### src/rtl/wm_pkg.sv
// Shared types and constants for the whack-a-mole sequencer.
// Used by wm_lfsr16 and wm_mole_sequencer (optional feature macro: WM_NO_REPEAT_EN).
package wm_pkg;

    typedef enum logic [1:0] {
        IDLE = 2'd0,
        GAP  = 2'd1,
        SHOW = 2'd2,
        DONE = 2'd3
    } state_e;

    localparam logic [15:0] LFSR_TAPS = 16'hB400;
    localparam int unsigned NUM_MOLES = 4;

    // Button mask that exactly matches a mole index.
    function automatic logic [NUM_MOLES-1:0] onehot4(input logic [1:0] idx);
        logic [NUM_MOLES-1:0] v;
        v      = '0;
        v[idx] = 1'b1;
        return v;
    endfunction

endpackage

### src/rtl/wm_lfsr16.sv
// 16-bit Galois LFSR, free-running every cycle; a zero seed is replaced by 1
// so the register can never lock up in the all-zero state.
module wm_lfsr16
    import wm_pkg::*;
(
    input  logic        clk,
    input  logic        reset,
    input  logic [15:0] seed,
    output logic [15:0] q
);

    logic [15:0] q_q;
    logic [15:0] q_d;
    logic [15:0] seed_eff;

    always_comb begin
        seed_eff = (seed == 16'h0000) ? 16'h0001 : seed;
        q_d      = {1'b0, q_q[15:1]} ^ (q_q[0] ? LFSR_TAPS : 16'h0000);
    end

    always_ff @(posedge clk) begin
        if (reset) begin
            q_q <= seed_eff;
        end else begin
            q_q <= q_d;
        end
    end

    assign q = q_q;

endmodule

### src/rtl/wm_mole_sequencer.sv
// Whack-a-mole game sequencer: picks moles, times GAP/SHOW windows, scores presses.
// Define WM_NO_REPEAT_EN to force consecutive moles to differ.
module wm_mole_sequencer
    import wm_pkg::*;
#(
    parameter int unsigned TICKS_ON  = 50_000_000,
    parameter int unsigned TICKS_OFF = 12_500_000,
    parameter int unsigned ROUNDS    = 16,
    parameter int unsigned SCORE_W   = 5,
    parameter logic [15:0] LFSR_SEED = 16'hACE1
) (
    input  logic               clk,
    input  logic               reset,
    input  logic               start,
    input  logic [3:0]         btn,
    output logic [1:0]         rn,
    output logic               enable,
    output logic               hit_pulse,
    output logic               miss_pulse,
    output logic [SCORE_W-1:0] score,
    output logic               busy,
    output logic               done
);

    localparam int unsigned TICKS_MAX = (TICKS_ON > TICKS_OFF) ? TICKS_ON : TICKS_OFF;
    localparam int unsigned TIMER_W   = $clog2(TICKS_MAX);
    localparam int unsigned ROUND_W   = $clog2(ROUNDS + 1);

    localparam logic [TIMER_W-1:0] LAST_OFF = TIMER_W'(TICKS_OFF - 1);
    localparam logic [TIMER_W-1:0] LAST_ON  = TIMER_W'(TICKS_ON - 1);
    localparam logic [ROUND_W-1:0] LAST_RND = ROUND_W'(ROUNDS);

    state_e               state_q, state_d;
    logic [TIMER_W-1:0]   timer_q, timer_d;
    logic [ROUND_W-1:0]   round_q, round_d;
    logic [1:0]           rn_q, rn_d;
    logic                 enable_q, enable_d;
    logic                 hit_q, hit_d;
    logic                 miss_q, miss_d;
    logic [SCORE_W-1:0]   score_q, score_d;
    logic                 busy_q, busy_d;
    logic                 done_q, done_d;
    logic [3:0]           btn_q, btn_d;

    logic [15:0]          lfsr;
    logic [3:0]           rise;
    logic [3:0]           target;
    logic [1:0]           next_rn;
    logic [ROUND_W-1:0]   round_inc;
    logic                 resolve;
    logic                 unused_lfsr_bits;

    wm_lfsr16 u_lfsr (
        .clk   (clk),
        .reset (reset),
        .seed  (LFSR_SEED),
        .q     (lfsr)
    );

    // Only the low two bits select a mole; the rest just feed the sequence.
    assign unused_lfsr_bits = ^lfsr[15:2];

    // Mole selection, with optional anti-repeat bump.
    always_comb begin
`ifdef WM_NO_REPEAT_EN
        next_rn = (lfsr[1:0] == rn_q) ? (rn_q + 2'd1) : lfsr[1:0];
`else
        next_rn = lfsr[1:0];
`endif
    end

    always_ff @(posedge clk) begin
        if (reset) begin
            state_q  <= IDLE;
            timer_q  <= '0;
            round_q  <= '0;
            rn_q     <= '0;
            enable_q <= 1'b0;
            hit_q    <= 1'b0;
            miss_q   <= 1'b0;
            score_q  <= '0;
            busy_q   <= 1'b0;
            done_q   <= 1'b0;
            btn_q    <= '0;
        end else begin
            state_q  <= state_d;
            timer_q  <= timer_d;
            round_q  <= round_d;
            rn_q     <= rn_d;
            enable_q <= enable_d;
            hit_q    <= hit_d;
            miss_q   <= miss_d;
            score_q  <= score_d;
            busy_q   <= busy_d;
            done_q   <= done_d;
            btn_q    <= btn_d;
        end
    end

    always_comb begin
        state_d   = state_q;
        timer_d   = timer_q;
        round_d   = round_q;
        rn_d      = rn_q;
        enable_d  = enable_q;
        hit_d     = 1'b0;
        miss_d    = 1'b0;
        score_d   = score_q;
        busy_d    = busy_q;
        done_d    = done_q;
        btn_d     = btn;
        rise      = btn & ~btn_q;
        target    = onehot4(rn_q);
        round_inc = round_q + ROUND_W'(1);
        resolve   = 1'b0;

        case (state_q)
            IDLE, DONE: begin
                if (start) begin
                    state_d  = GAP;
                    score_d  = '0;
                    round_d  = '0;
                    timer_d  = '0;
                    enable_d = 1'b0;
                    busy_d   = 1'b1;
                    done_d   = 1'b0;
                end
            end

            GAP: begin
                enable_d = 1'b0;
                busy_d   = 1'b1;
                if (timer_q == LAST_OFF) begin
                    timer_d  = '0;
                    rn_d     = next_rn;
                    enable_d = 1'b1;
                    state_d  = SHOW;
                end else begin
                    timer_d = timer_q + TIMER_W'(1);
                end
            end

            SHOW: begin
                // Exact hit outranks a wrong press, which outranks timeout.
                if (rise == target) begin
                    hit_d   = 1'b1;
                    score_d = (score_q == '1) ? score_q : score_q + SCORE_W'(1);
                    resolve = 1'b1;
                end else if (rise != 4'b0000) begin
                    miss_d  = 1'b1;
                    resolve = 1'b1;
                end else if (timer_q == LAST_ON) begin
                    miss_d  = 1'b1;
                    resolve = 1'b1;
                end else begin
                    timer_d = timer_q + TIMER_W'(1);
                end

                if (resolve) begin
                    round_d  = round_inc;
                    enable_d = 1'b0;
                    timer_d  = '0;
                    if (round_inc == LAST_RND) begin
                        state_d = DONE;
                        busy_d  = 1'b0;
                        done_d  = 1'b1;
                    end else begin
                        state_d = GAP;
                    end
                end
            end

            default: begin
                state_d = IDLE;
            end
        endcase
    end

    assign rn         = rn_q;
    assign enable     = enable_q;
    assign hit_pulse  = hit_q;
    assign miss_pulse = miss_q;
    assign score      = score_q;
    assign busy       = busy_q;
    assign done       = done_q;

endmodule

### config.mk
export PLATFORM = sky130hd
export DESIGN_NAME = wm_mole_sequencer
export DESIGN_NICKNAME = d
export VERILOG_FILES = /design/src/rtl/wm_pkg.sv /design/src/rtl/wm_lfsr16.sv /design/src/rtl/wm_mole_sequencer.sv
export SDC_FILE = /design/constraint.sdc
export NUM_CORES = 1
export LEC_CHECK = 0
export CAP_MARGIN = 20
export CORE_AREA = 2 2 98 100
export CTS_CLUSTER_DIAMETER = 80
export DETAILED_ROUTE_END_ITERATION = 12
export DIE_AREA = 0 0 100 102
export GPL_ROUTABILITY_DRIVEN = 0
export PLACE_DENSITY = 0.49
export SYNTH_ARGS = -nofsm -noshare
export SYNTH_HDL_FRONTEND = slang
export SYNTH_SLANG_ARGS = --single-unit
### constraint.sdc
create_clock -name clk -period 6.2 [get_ports clk]
set_input_delay 0.93 -clock clk [delete_from_list [all_inputs] [get_ports clk]]
set_output_delay 0.93 -clock clk [all_outputs]
set_load 0.02 [all_outputs]
* Word-level counts from Yosys, hierarchy flattened *
Cells that the tools add are included.

storage, ports and cells
  flip-flop bits (word level) = 65
  output and inout bits = 12
  word-level logic and storage cells = 90
  bits of input ports = 7

operators by class
  muxes and demuxes = 37
  bitwise operators = 4
  equality and inequality tests = 17
  reduce and logical (&&, ||, !) cells = 15
  add/sub/neg operators = 3
  magnitude comparators = 2

operators with widths
  kind                                              count
  2-to-1 mux 26 bit                                 6
  one-hot mux 26 bit (3 select lines)               1
  adder 26 x 1 -> 26 bit (second input constant)    1
  == test 26 x 24 -> 1 bit (second input constant)  1
  == test 26 bit (second input constant)            1
  2-to-1 mux 5 bit                                  4
  one-hot mux 5 bit (2 select lines)                2
  2-to-1 mux 16 bit                                 1
  XOR 15 x 16 -> 16 bit                             1
  2-to-1 mux 1 bit                                  14
  inequality test 2 bit (second input constant)     6
  AND reduction 4 bit                               3
  adder 5 x 1 -> 5 bit (second input constant)      2
  == test 5 bit (second input constant)             2
  inequality test 3 bit (second input constant)     3
  AND reduction 3 bit                               3
  2-to-1 mux 2 bit                                  4
  one-hot mux 1 bit (3 select lines)                2
  one-hot mux 2 bit (3 select lines)                1
  AND 4 bit                                         1
  == test 2 bit (second input constant)             2
  == test 4 bit                                     1
  inverter 4 bit                                    1
  AND reduction 2 bit                               2
  12 further kinds                                  13

* Logic depth before layout (Yosys ltp) *
  depth in word-level cells = 9
  mapped depth = 9
  mapped depth without buffers = 7

* Hierarchy *
A second synthesis with hierarchy kept.

second synthesis, totals
  cells, all modules = 375
  area, all modules = 3234.4 um^2

modules (own cells, without submodules)
  module             area an instance (um^2)  cells each  sequential area each (um^2)  times used
  wm_mole_sequencer  2637.5                   328         980.9                        1
  wm_lfsr16          596.8                    47          320.3                        1

* Worst setup path before layout *
Ideal clock, no wire load.

  kind = input to register
  start = in btn[3]
  end = reg score_q[0], in the netlist score[0]
  stages on the path = 6
  library setup time = 0.074 ns
  data required time = 6.126 ns
  path slack = 3.800 ns
  arrival time = 2.326 ns
  path through = nor2b_1 > or3_1 > a21oi_1 > o21bai_1 > or4b_1 > a31oi_1

between the ends
  word-level cells in the longest chain between the ends = 4

RTL lines
  item                                    RTL line                  RTL
  start, declared                         wm_mole_sequencer.sv:15   input logic [3:0] btn,
  AND 4 bit                               wm_mole_sequencer.sv:112  rise = btn & ~btn_q;
  == test 4 bit                           wm_mole_sequencer.sv:145  if (rise == target) begin
  inequality test 2 bit (no source line)  --
  AND reduction 4 bit (no source line)    --
  end signal, assigned                    wm_mole_sequencer.sv:93   score_q <= score_d;
  end, declared                           wm_mole_sequencer.sv:40   logic [SCORE_W-1:0] score_q, score_d;

No other way between the ends.
A chain may end at the register's enable or synchronous reset.

* Worst setup path in the final report *
  start = in btn[0]
  end = reg score_q[0], in the netlist score[0]

The elaborated chain is that of the path after synthesis.

==> flow_summary_export.csv <==
group,metric,value,unit
run_status,status,"completed",
final_layout,layout_common_cells,"65 x dfxtp_1, 40 x nand2_1, 28 x nor2_1, 24 x nand3_1, 19 x nor2b_1",
routing,route.vias.total,2599,
sta,finClkSkew,10.3,ps
clocking,cts.sinks,65,
global_route,grt.busiest_layer,"met2",
sta,hold_viol_final,0,
sta,slew_viol_final,0,
synthesis,synth_edf_count,0,
routing,wire_per_inst,14.8,um
routing,drcViolationCount,0,
synthesis,synth_area,3050,um^2
routing,drt_first_iter_violations,167,
die,rows,35,
worst_setup_path,startpoint_type,"primary input",
placement,io_buffers,18,
sta,fmax,366,MHz
synthesis,syn_area_per_cell,8.52,um^2
synthesis,synth_top_area_frac,0.427,
clocking,cts_tree,"done",
die,fp.dieW,100,um
final_layout,utilization,0.389,
clocking,cts_hold_buf,0,
global_route,track_usage,0.153,
clocking,cts_setup_buffers,0,
die,io_pins,19,
worst_setup_path,worstSetupPathType,"primary input to register",
sta,holdWs,404,ps
power_and_ir_drop,ir_drop,0.0940,mV
routing,vias_per_cell,5.33,
clocking,cts_made_buffers,9,
synthesis,synth-main-ff-cell,"dfxtp_1",
final_layout,syn2layout_area_growth,16.2,%
run,maxCapViolCount,0,
sta,setup_viol,0,
sta,period_share,0.441,
synthesis,yosysWarnings,0,
global_route,overflow,0,
final_layout,nFillCells,936,
die,start_util,0.335,
routing,drt-pass1-iter-count,4,
worst_setup_path,cp.required,6470,ps
routing,ant_nets,0,
worst_setup_path,max_stage_delay,520,ps
final_layout,diodes,0,
clocking,cts-resized-gates,0,
worst_setup_path,critPathTopFamily,"simple AND/OR/NAND/NOR gates",
global_route,met2_usage,0.251,
synthesis,ys_types,55,
power_and_ir_drop,p_leak,1.23,nW
final_layout,postLayoutCellArea,3540,um^2
sta,fin_tns_setup,0,ps
final_layout,layout_commonest_cell,"dfxtp_1",
global_route,grt_pass1_vias,2410,
worst_setup_path,end_kind,"register",
synthesis,synth_area_leader_cell,"dfxtp_1",
die,core-area,9110,um^2
clocking,clk_latency,340,ps
global_route,grtUsageMet1,0.193,
sta,layout_min_cycle_time,2730,ps
global_route,grt_max_degree,45,
power_and_ir_drop,powerDensity,279,nW/um^2
min_path,min_path_type,"register to register",
worst_setup_path,cp_max_fo,8,
sta,worst_pin_slew,700,ps
die,die-area,10200,um^2
global_route,antenna_found_initial,0,
clocking,htreeDepth,3,
synthesis,seq_area_frac_synth,0.427,
final_layout,nets,388,
global_route,grt_pass1_wl,12.1,mm
sta,slew_headroom,0.533,
clocking,clock_path_buffers,2,
worst_setup_path,path_cells,"clkdlybuf4s50_1, nand2b_1, or3_1, o22ai_1, o21bai_1, or4b_1, a31oi_1",
worst_setup_path,critPathBufInv,1,
placement,dpl_cell_area,3310,um^2
worst_setup_path,slowest_stage,"or4b_1",
final_layout,drive_gt1_frac,0.0769,
synthesis,async_flop_share,0,
worst_setup_path,arrival,3000,ps
synthesis,yosys-top-cells-area,"dfxtp_1 43%, nand2_1 4.9%, nand3_1 3.9%",
global_route,grtUsageMet3,0.0445,
synthesis,ys_seq_elements,65,
clocking,clock-root-buffer,"clkbuf_8",
routing,wl,7.21,mm
sta,rsz0062_at_grt,"no",
clocking,clk_pin_slew_worst_paths,70,ps
placement,hpwlAfterDp,4.81,mm
synthesis,synth_nets,373,
die,die-height,102,um
synthesis,syn-instance-count,358,
## sequential cells by signal, summed over array words and instances, names as in the netlist, 2 cells and up
register  cells
rn            2
state_q       2
u_lfsr.q     16
timer_q      26
round_q       5
btn_q         4
score         5
## synth_stat cells, drive strengths merged, types with 3 or more instances
master / number
nor3: 6
and2: 3
or4: 5
nor4b: 3
o21ai: 16
mux2i: 3
nand4: 10
o211ai: 3
dfxtp: 65
or3: 3
nand3: 24
a31oi: 16
nor4: 4
and3: 8
xnor2: 9
buf: 3
nor2b: 19
xor2: 4
nand2b: 7
clkbuf: 13
a21oi: 11
or2: 7
inv: 6
nor2: 28
ha: 8
nand2: 40
and4: 3
a22o: 3
## path summary, 6_finish.rpt
path                                   from           to  slack (ps)  depth (start not counted)
worst max-delay path                 btn[0]     score[0]        3470                          7
worst min-delay path            u_lfsr.q[6]  u_lfsr.q[5]         400                          1
worst max register to register   state_q[0]  timer_q[16]        3690                          7
worst min register to register  u_lfsr.q[6]  u_lfsr.q[5]         400                          1
## per-layer routing
metal  part of all wire  vias up
met5                  0        -
met4              0.011        0
met3              0.042        5
met2               0.47       49
met1               0.48     1217
li1                   -     1328
## cell type report
type / count / area [um^2] / area share
tap: 111 / 139 / 0.0392
sequential: 65 / 1300 / 0.367
clock buffer: 13 / 169 / 0.0477
inverter: 6 / 22.5 / 0.00636
clock inverter: 2 / 60.1 / 0.0169
multi-input combinational: 271 / 1660 / 0.468
timing repair buffer: 20 / 195 / 0.0551
## logic make-up (layout without fill, tap and decap cells)
logic type / after synthesis / in the layout / synth area share
AO/OA/AOI/OAI: 67 / 67 / 0.143
flip-flops: 65 / 65 / 0.427
XOR/XNOR: 13 / 13 / 0.0373
buffers and inverters: 22 / 41 / 0.0304
multiplexers: 5 / 5 / 0.0172
adder cells (fa/ha/maj): 8 / 8 / 0.0328
AND/OR/NAND/NOR: 178 / 178 / 0.313
## metrics by stage
step / cells / worst slack [ps] / power, mW
floorplan: 358 / 3800 / 0.542
global placement: 473 / 3140 / 0.582
detailed placement: 473 / 3110 / 0.581
CTS: 488 / 3470 / 1.00
global route: 488 / 3340 / 1.04
finish: 488 / 3470 / 0.988
## where the power goes
group | internal (mW) | switching, mW
registers | 0.433 | 0.00885
logic | 0.0397 | 0.0901
clock network | 0.258 | 0.159
Power figures use the tool's default switching activity.
